<file path="src/rtl/fifo_wr_ctrl.sv">
// Write-side controller for the dual-clock FIFO: qualifies writes against full,
// exports a registered Gray write pointer and synchronizes the read pointer back.
// Optional FIFO_WR_AFULL_EN builds the fill-level and almost-full logic.
module fifo_wr_ctrl #(
  parameter int unsigned ADDR_W    = 6,
  parameter int unsigned AF_THRESH = 56
) (
  input  logic              wr_clk,
  input  logic              wr_rst,
  input  logic              wr_req,
  input  logic [ADDR_W:0]   rd_ptr_gray,
  output logic              wr_en,
  output logic [ADDR_W-1:0] wr_addr,
  output logic [ADDR_W:0]   wr_ptr_gray,
  output logic              wr_full,
  output logic              wr_almost_full,
  output logic [ADDR_W:0]   wr_level,
  output logic              wr_overflow
);

  localparam int unsigned PTR_W = ADDR_W + 1;

  if (ADDR_W < 2 || AF_THRESH < 1 || AF_THRESH > (1 << ADDR_W)) begin : g_param_err
    $error("fifo_wr_ctrl: ADDR_W must be >= 2 and AF_THRESH within 1..2^ADDR_W");
  end

  function automatic logic [PTR_W-1:0] bin2gray(input logic [PTR_W-1:0] b);
    return b ^ (b >> 1);
  endfunction

  logic [PTR_W-1:0] wbin_q, wbin_d;
  logic [PTR_W-1:0] wgray_q, wgray_d;
  logic [PTR_W-1:0] rq1_q, rq2_q;
  logic             full_q, full_d;
  logic             ovf_q, ovf_d;

  // Pointer advance, full detection against the synchronized read pointer, sticky overflow
  always_comb begin
    wr_en   = wr_req & ~full_q & ~wr_rst;
    wbin_d  = wbin_q;
    wgray_d = wgray_q;
    if (wr_en) begin
      wbin_d  = wbin_q + PTR_W'(1);
      wgray_d = bin2gray(wbin_d);
    end
    full_d = (wgray_d == {~rq2_q[ADDR_W:ADDR_W-1], rq2_q[ADDR_W-2:0]});
    ovf_d  = ovf_q | (wr_req & full_q);
  end

  always_ff @(posedge wr_clk) begin
    if (wr_rst) begin
      wbin_q  <= '0;
      wgray_q <= '0;
      rq1_q   <= '0;
      rq2_q   <= '0;
      full_q  <= 1'b0;
      ovf_q   <= 1'b0;
    end else begin
      wbin_q  <= wbin_d;
      wgray_q <= wgray_d;
      rq1_q   <= rd_ptr_gray;
      rq2_q   <= rq1_q;
      full_q  <= full_d;
      ovf_q   <= ovf_d;
    end
  end

  assign wr_addr     = wbin_q[ADDR_W-1:0];
  assign wr_ptr_gray = wgray_q;
  assign wr_full     = full_q;
  assign wr_overflow = ovf_q;

`ifdef FIFO_WR_AFULL_EN
  function automatic logic [PTR_W-1:0] gray2bin(input logic [PTR_W-1:0] g);
    logic [PTR_W-1:0] b;
    b[PTR_W-1] = g[PTR_W-1];
    for (int i = PTR_W - 2; i >= 0; i--) begin
      b[i] = b[i+1] ^ g[i];
    end
    return b;
  endfunction

  logic [PTR_W-1:0] level_q, level_d;
  logic             afull_q, afull_d;

  // Level uses the post-write pointer and the (stale, pessimistic) synchronized read pointer
  always_comb begin
    level_d = wbin_d - gray2bin(rq2_q);
    afull_d = (level_d >= PTR_W'(AF_THRESH));
  end

  always_ff @(posedge wr_clk) begin
    if (wr_rst) begin
      level_q <= '0;
      afull_q <= 1'b0;
    end else begin
      level_q <= level_d;
      afull_q <= afull_d;
    end
  end

  assign wr_level       = level_q;
  assign wr_almost_full = afull_q;
`else
  assign wr_level       = '0;
  assign wr_almost_full = 1'b0;
`endif

endmodule

</file>
<file path="config.mk">
export PLATFORM = sky130hd
export DESIGN_NAME = fifo_wr_ctrl
export DESIGN_NICKNAME = d
export VERILOG_FILES = /design/src/rtl/fifo_wr_ctrl.sv
export SDC_FILE = /design/constraint.sdc
export NUM_CORES = 1
export LEC_CHECK = 0
export CAP_MARGIN = 40
export CORE_MARGIN = 2
export CORE_UTILIZATION = 28
export CTS_CLUSTER_DIAMETER = 120
export DETAILED_ROUTE_END_ITERATION = 12
export PLACE_DENSITY = 0.59
export SLEW_MARGIN = 20
export SYNTH_ARGS = -nofsm -noshare
export SYNTH_HDL_FRONTEND = slang
export SYNTH_SLANG_ARGS = --single-unit
</file>
<file path="constraint.sdc">
create_clock -name wr_clk -period 2.4 [get_ports wr_clk]
set_clock_uncertainty 0.05 [all_clocks]
set_input_delay 0.36 -clock wr_clk [delete_from_list [all_inputs] [get_ports wr_clk]]
set_output_delay 0.36 -clock wr_clk [all_outputs]
set_load 0.02 [all_outputs]
</file>
==> results of run 1 <==
per-layer routing:
metal,vias up,global-route usage,share of wire
met5,-,0,0
met4,0,0.0517,0.016
met3,5,0.0295,0.043
met2,26,0.162,0.46
met1,534,0.126,0.48
li1,620,-,-
synth_stat cells, drive strengths merged, types with 2 or more instances:
cell type and instances:
nand2 17, nor4 2, a211oi 2, and3 2, nand3 4, nor2 15, o21a 2, or3 2
nor2b 14, inv 4, xnor2 9, nand4 3, o21ai 3, o221ai 2, xor2 8, and2 2
o211ai 3, clkbuf 8, nor3 4, buf 18, mux2i 2, a21oi 9, dfxtp 30, xor3 2
layout make-up:
class	instances	area, um^2	area share
multi-input combinational	126	817	0.417
sequential	30	601	0.306
timing repair buffer	33	309	0.158
tap	72	90.1	0.0459
clock buffer	6	82.6	0.0421
inverter	5	31.3	0.0160
clock inverter	1	30.0	0.0153
worst max-delay path, cell delays in order, from the launching register on:
cell      delay (ps)
dfxtp_1          340
ha_2             290
xor3_1           410
nand2_2           80
o211ai_2          70
o211ai_1          90
or4_1            550
nor4_2           240
state kept, by name, indices dropped and copies added, names as in the netlist:
register,count
wr_overflow,1
rq2_q,7
wbin_q,7
wr_ptr_gray,7
rq1_q,7
wr_full,1
where the power goes:
| group | total, mW | internal (mW) | switching (mW) |
|---|---|---|---|
| sequential | 0.531 | 0.519 | 0.0124 |
| combinational | 0.180 | 0.0847 | 0.0957 |
| clock | 0.516 | 0.332 | 0.184 |
worst min-delay path by stage:
stage               slack [ps]  depth (start not counted)  startpoint       end
detailed placement         370                          1    rq1_q[4]  rq2_q[4]
global route               410                          1    rq1_q[0]  rq2_q[0]
global placement           370                          1    rq1_q[5]  rq2_q[5]
floorplan                  360                          1    rq1_q[0]  rq2_q[0]
CTS                        390                          1    rq1_q[4]  rq2_q[4]
finish                     390                          1    rq1_q[4]  rq2_q[4]
cell families (layout without fill, tap and decap cells):
logic type,count (synthesis),in the layout,synth area share
AOI/OAI and AO/OA,25,25,0.108
DFF,30,30,0.380
buffers and inverters,31,45,0.123
muxes,2,2,0.0127
and+or+nand+nor,71,71,0.237
other,1,8,0.00237
adders and majority gates,1,1,0.00791
xor gates and xnor gates,19,19,0.129
placed cells by master, fill, tap and decap left out, drive strengths merged, types with 2 or more instances in the layout:
master | synthesis | routed
nand3 | 4 | 4
o21a | 2 | 2
xnor2 | 9 | 9
buf | 18 | 8
mux2i | 2 | 2
clkdlybuf4s50 | 0 | 24
or3 | 2 | 2
o211ai | 3 | 3
o21ai | 3 | 3
a211oi | 2 | 2
nor4 | 2 | 2
inv | 4 | 4
xor2 | 8 | 8
a21oi | 9 | 9
dfxtp | 30 | 30
conb | 1 | 8
nand4 | 3 | 3
o221ai | 2 | 2
and2 | 2 | 2
nor2 | 15 | 15
xor3 | 2 | 2
clkbuf | 8 | 6
nand2 | 17 | 17
nor3 | 4 | 4
nor2b | 14 | 14
and3 | 2 | 2
repair_timing:
item | CTS | global route
buffers inserted | 0 | 0
endpoints found under the setup margin | 1 | 1
hold buffers | 0 | 0
resized for setup | 2 | 1
==> results.yml, run 1 <==
status:
  status: "finished, final reports clean"
cells_and_area:
  areaGrowthSynthToFinish_pct: 24.0
  layout.nets: 212
  fin_cells: 273
  finish.utilization: 0.358
  fillers: 569
  antenna_cells: 0
  fin_area_um2: 1960
  layout-drive-gt1-share: 0.119
synth:
  synth_top_area_share: 0.380
  synth_ff_type: "dfxtp_1"
  netlist-cell-type-count: 44
  synthArstFlopShare: 0
  synth_edf_count: 0
  ys_ff_latch: 30
  synth_area_per_cell_um2: 8.79
  synth_top_area_cell: "dfxtp_1"
  netlist_top_cells_area: "dfxtp_1 (38%), buf_4 (7.1%), nor2b_1 (5.5%)"
  syn_area_um2: 1580
  yosys_warnings: 0
  syn_inst: 180
  ys_seq_area_frac: 0.380
clock_tree:
  htree_num_levels: 2
  numCtsBuffers: 5
  clkLatencyLatePin_ps: 280
  cts_root_buf: "clkbuf_8"
  cts.sinks: 30
  cts_tree: "built"
  clockBufferDepth: 2
  clk_pin_slew_ps: 60
die:
  dieHeight_um: 79.2
  start_util: 0.289
  rows: 27
  die_area_um2: 6270
  coreArea_um2: 5470
  io_pins: 34
  fp.dieW_um: 79.2
setup_path:
  r2r_end: "wr_full"
  rr_worst_depth: 7
  start_kind: "flop"
  critPathMaxFanout: 3
  r2r_start: "wbin_q[0]"
  worstPathArrival_ps: 2350
  end_kind: "flop"
  endpoint: "wr_full"
  worst-setup-path-type: "flop to flop"
  crit_required_ps: 2550
  startpoint: "wbin_q[0]"
  reg2reg_slack_ps: 190
grt:
  grt_pass1_wl_um: 4890
  grt_pass1_vias: 1071
  grt_antenna_before_repair: 0
  globalRoute.totalOverflow: 0
  grt_max_degree: 32
  grt.total_usage: 0.102
sta:
  hold_violations: 0
  setup_tns_ps: 0
  fin_crit_sh: 0.919
  fmax_mhz: 453
  setup_ws_ps: 194
  hold_ws_ps: 387
  finalMaxSlewViolations: 0
  fin_crit_ps: 2210
  rsz0062_at_grt: "no"
  finalSetupViolCount: 0
placement:
  place_area_um2: 1840
  dp_hpwl_um: 2190
  port_buffers: 25
  gp_congestion: 0.713
  dp.cells: 266
  preCtsSetupSlack_ps: -159
drt:
  drt-initial-drc-count: 43
  drt_pass1_iterations: 4
  routed_wl_um: 3080
  viasPerCell: 4.34
  ant_nets: 0
  wl_per_cell_um: 11.3
  drc_errors: 0
  num_vias: 1185
pwr:
  peakVddDrop_uv: 298
  p_leak_nw: 0.736
  fin_total_pwr_mw: 1.23
  pwr_density_cell_nw_per_um2: 626
min_path:
  hold_class: "flop to flop"
flow_run:
  maxCapViolCount: 0
Power figures use the tool's default switching activity.
==> inputs of run 2 (changes only) <==
Settings changed: CORE_ASPECT_RATIO set to 0.5, CTS_CLUSTER_DIAMETER 120 to not set, GPL_TIMING_DRIVEN set to 0.
==> results.yml, run 2 (synthesis gave the netlist of run 1 again) <==
status:
  status: "finished, final reports clean"
sta:
  rsz0062_at_grt: "no"
  fin_crit_ps: 2290
  hold_ws_ps: 384
  fmax_mhz: 438
  hold_violations: 0
  worst_pin_slew_ps: 532
  finalSetupViolCount: 0
  finalMaxSlewViolations: 0
  fin_crit_sh: 0.952
  slew-limit-headroom: 0.645
grt:
  grt_antenna_before_repair: 0
  grt_max_degree: 11
  globalRoute.totalOverflow: 0
  grt.total_usage: 0.113
  grt_pass1_vias: 1149
  grt_pass1_wl_um: 5400
die:
  fp.dieW_um: 110
  coreArea_um2: 5470
  dieHeight_um: 57.1
  io_pins: 34
  die_area_um2: 6300
  rows: 19
  start_util: 0.289
cells_and_area:
  layout-drive-gt1-share: 0.158
  fin_cells: 294
  layout_common_cells: "dfxtp_1 (29), clkdlybuf4s50_1 (24), buf_4 (16), nand2_1 (16), nor2_1 (15)"
  multi_input_area_um2: 812
  fillers: 564
  regArea_um2: 602
  antenna_cells: 0
  layout_commonest_cell: "dfxtp_1"
  layout.nets: 231
  areaGrowthSynthToFinish_pct: 33.3
pwr:
  peakVddDrop_uv: 231
  pwr_density_cell_nw_per_um2: 639
  p_leak_nw: 0.827
  fin_total_pwr_mw: 1.35
setup_path:
  start_kind: "flop"
  end_kind: "flop"
  critPathMaxFanout: 7
  crit_required_ps: 2540
  worstPathArrival_ps: 2430
  worst-setup-path-type: "flop to flop"
clock_tree:
  cts_root_buf: "clkbuf_16"
  clockBufferDepth: 2
  numCtsBuffers: 5
  clk_pin_slew_ps: 50
  clkLatencyLatePin_ps: 270
  hold_buffers: 0
  htree_num_levels: 2
  cts_tree: "built"
  cts.sinks: 30
placement:
  port_buffers: 25
  gp_congestion: 0.822
  dp_hpwl_um: 2330
  dp.cells: 285
min_path:
  hold_class: "flop to flop"
drt:
  routed_wl_um: 3230
  drc_errors: 0
  drt_pass1_iterations: 4
  ant_nets: 0
  wl_per_cell_um: 11.0
  drt-initial-drc-count: 67
  viasPerCell: 4.38
  num_vias: 1288
flow_run:
  maxCapViolCount: 0
## run 2: cell count changes in the layout (fill, tap and decap cells not counted), sizes merged
cell      delta
clkbuf       +8
clkinv       +1
clkinvlp     +1
buf         +11
bufinv       -1
## run 2: worst paths after layout
check | start | end | slack [ps] | cells after the start
setup / recovery | wbin_q[1] | wr_full | 110 | 7
hold / removal | rq1_q[2] | rq2_q[2] | 380 | 1
setup reg to reg | wbin_q[1] | wr_full | 110 | 7
hold reg to reg | rq1_q[2] | rq2_q[2] | 380 | 1
## run 2: repair_timing
| action | in CTS | in global routing |
|---|---|---|
| endpoints found under the setup margin | 1 | 1 |
| pin swaps | 0 | 1 |
| setup buffers | 0 | 1 |
| resized for setup | 1 | 1 |
## run 2: worst max-delay path, stage by stage, from the launching register on
cell	delay [ps]
dfxtp_2	350
ha_1	330
xor3_1	420
nand2_2	90
o211ai_2	80
o211ai_1	100
or4_1	550
nor4_2	240
## run 2: routing by layer
layer,part of all wire,routed length (um),track usage,vias up
li1,-,-,-,663
met1,0.47,1530,0.144,586
met2,0.45,1450,0.172,34
met3,0.066,212,0.0389,5
met4,0.014,44,0.0571,0
met5,0,0,0,-
## run 2: area by class of cell
type	count	area share
buffer	26	0.0777
clock buffer	6	0.0659
clock inverter	2	0.00593
inverter	5	0.0148
multi-input combinational	126	0.385
sequential	30	0.285
tap	73	0.0433
timing repair buffer	26	0.122
## run 2: through the flow
| stage | util | TNS, ps | cell area, um^2 | setup slack (ps) |
|---|---|---|---|---|
| floorplan | - | 0 | 1610 | 230 |
| global placement | 0.357 | -181 | 1950 | -91.2 |
| detailed placement | 0.357 | -212 | 1950 | -111 |
| CTS | 0.384 | 0 | 2100 | 9.04 |
| global route | 0.386 | 0 | 2110 | 40.4 |
| finish | 0.386 | 0 | 2110 | 114 |
## run 2: where the power goes
group | switching, mW | internal (mW) | total (mW)
registers | 0.0142 | 0.520 | 0.535
clock network | 0.214 | 0.409 | 0.623
logic | 0.0986 | 0.0905 | 0.189
total | 0.327 | 1.02 | 1.35
==> inputs of run 3 (changes only) <==
Settings changed: CELL_PAD_IN_SITES_DETAIL_PLACEMENT set to 1, CELL_PAD_IN_SITES_GLOBAL_PLACEMENT set to 2, CORE_UTILIZATION 28 to 30, PLACE_DENSITY 0.59 to 0.89.
Clock period 2.4 ns to 2.3 ns, I/O delays scaled along.
==> results.yml, run 3 (synthesis gave the netlist of run 1 again) <==
status:
  status: "finished, final reports clean"
setup_path:
  worst-setup-path-type: "flop to flop"
  path_cells: "ha_1, buf_4, xor3_1, nand2_2, o211ai_2, o211ai_1, or4_4, nor4_2"
  end_kind: "flop"
  start_kind: "flop"
  critPathMaxFanout: 9
  worst_path_largest_cell_delay_ps: 550
  crit_required_ps: 2450
  slowest_stage: "or4_4"
  worstPathArrival_ps: 2330
sta:
  hold_ws_ps: 352
  finalSetupViolCount: 0
  slew-limit-headroom: 0.641
  finalMaxSlewViolations: 0
  worst_pin_slew_ps: 538
  fin_crit_sh: 0.948
  rsz0062_at_grt: "no"
  fmax_mhz: 459
  hold_violations: 0
  fin_crit_ps: 2180
cells_and_area:
  areaGrowthSynthToFinish_pct: 29.5
  antenna_cells: 0
  layout_common_cells: "dfxtp_1 (29), clkdlybuf4s50_1 (22), buf_4 (17)"
  layout_commonest_cell: "dfxtp_1"
  fillers: 604
  layout.nets: 231
  layout-drive-gt1-share: 0.168
pwr:
  p_leak_nw: 0.825
  peakVddDrop_uv: 202
  pwr_density_cell_nw_per_um2: 566
  fin_total_pwr_mw: 1.16
drt:
  wl_met1_um: 1770
  viasPerCell: 4.47
  top_layer: "met4"
  ant_nets: 0
  num_vias: 1296
  wl_per_cell_um: 12.4
  met3_length_um: 124
  routed_wl_um: 3590
  drt_pass1_iterations: 3
  met2RoutedLength_um: 1620
  drt-initial-drc-count: 40
  drc_errors: 0
grt:
  grt_pass1_wl_um: 6010
  grt_pass1_vias: 1259
  grt_max_degree: 11
  grt.total_usage: 0.133
  globalRoute.totalOverflow: 0
  grt_antenna_before_repair: 0
clock_tree:
  cts_tree: "built"
  clk_pin_slew_ps: 70
  clockBufferDepth: 2
  cts.sinks: 30
  htree_num_levels: 2
  numCtsBuffers: 5
  clkLatencyLatePin_ps: 290
  cts_root_buf: "clkbuf_8"
placement:
  gp_congestion: 0.812
  dp_hpwl_um: 2600
  port_buffers: 25
die:
  start_util: 0.316
  rows: 18
  coreArea_um2: 5000
  die_area_um2: 5900
  fp.dieW_um: 107
  io_pins: 34
  dieHeight_um: 55.3
min_path:
  hold_class: "input pin to flop"
flow_run:
  maxCapViolCount: 0
-- run 3: cell types whose count changed in the layout (fill, tap and decap cells not counted), moves of 2 or more --
cell / change
clkbuf_2: +2
clkbuf_1: -2
clkdlybuf4s50_1: -2
dlymetal6s2s_1: +2
clkbuf_16: -5
clkbuf_8: +4
-- run 3: worst paths after layout --
| path | start | endpoint | slack, ps | cells after the start |
|---|---|---|---|---|
| max | wbin_q[1] | wr_full | 120 | 8 |
| min | wr_req | wr_overflow | 350 | 3 |
| max reg2reg | wbin_q[1] | wr_full | 120 | 8 |
| min reg2reg | rq1_q[3] | rq2_q[3] | 390 | 1 |
-- run 3: per-layer routing --
metal,global-route usage,vias to the layer above
met5,0,-
li1,-,657
met1,0.166,612
met3,0.0390,7
met2,0.207,20
met4,0.0705,0
-- run 3: cell type report --
cell class	instances	area, um^2	share of cell area
plain buffers	26	169	0.0825
well taps	70	87.6	0.0428
flip-flops and latches	30	604	0.295
repair buffers	26	262	0.128
clock buffers	5	68.8	0.0336
clock inverters	2	10.0	0.00489
multi-input cells	126	816	0.398
inverters	5	31.3	0.0153
-- run 3: worst max-delay path, delay by kind of cell, from the launching register on --
kind	cells	cell delay (ps)
buffers and inverters	1	170
AND/OR/NAND/NOR	3	760
AO/OA/AOI/OAI	2	170
adder cells (fa/ha/maj)	1	180
flip-flops	1	370
XOR/XNOR	1	400
-- run 3: power breakdown --
group | leakage (nW) | internal, mW | switching [mW] | total (mW)
clock network | 0.0438 | 0.203 | 0.201 | 0.404
registers | 0.247 | 0.542 | 0.0145 | 0.556
logic | 0.534 | 0.0933 | 0.106 | 0.199
-- run 3: stage by stage --
| step | worst slack [ps] | std cells | utilization | TNS, ps | area, um^2 |
|---|---|---|---|---|---|
| after floorplan | 130 | 187 | - | 0 | 1610 |
| after global placement | -199 | 282 | 0.389 | -356 | 1950 |
| after detailed placement | -206 | 282 | 0.389 | -360 | 1950 |
| after CTS | 1.67 | 290 | 0.406 | 0 | 2030 |
| after global routing | 14.9 | 290 | 0.410 | 0 | 2050 |
| final | 120 | 290 | 0.410 | 0 | 2050 |
-- run 3: repair_timing --
action,4_1_cts,5_1_grt
endpoints found under the setup margin,2,1
setup buffers,1,0
hold buffers,0,0
pin swaps,1,2
resized for setup,2,10
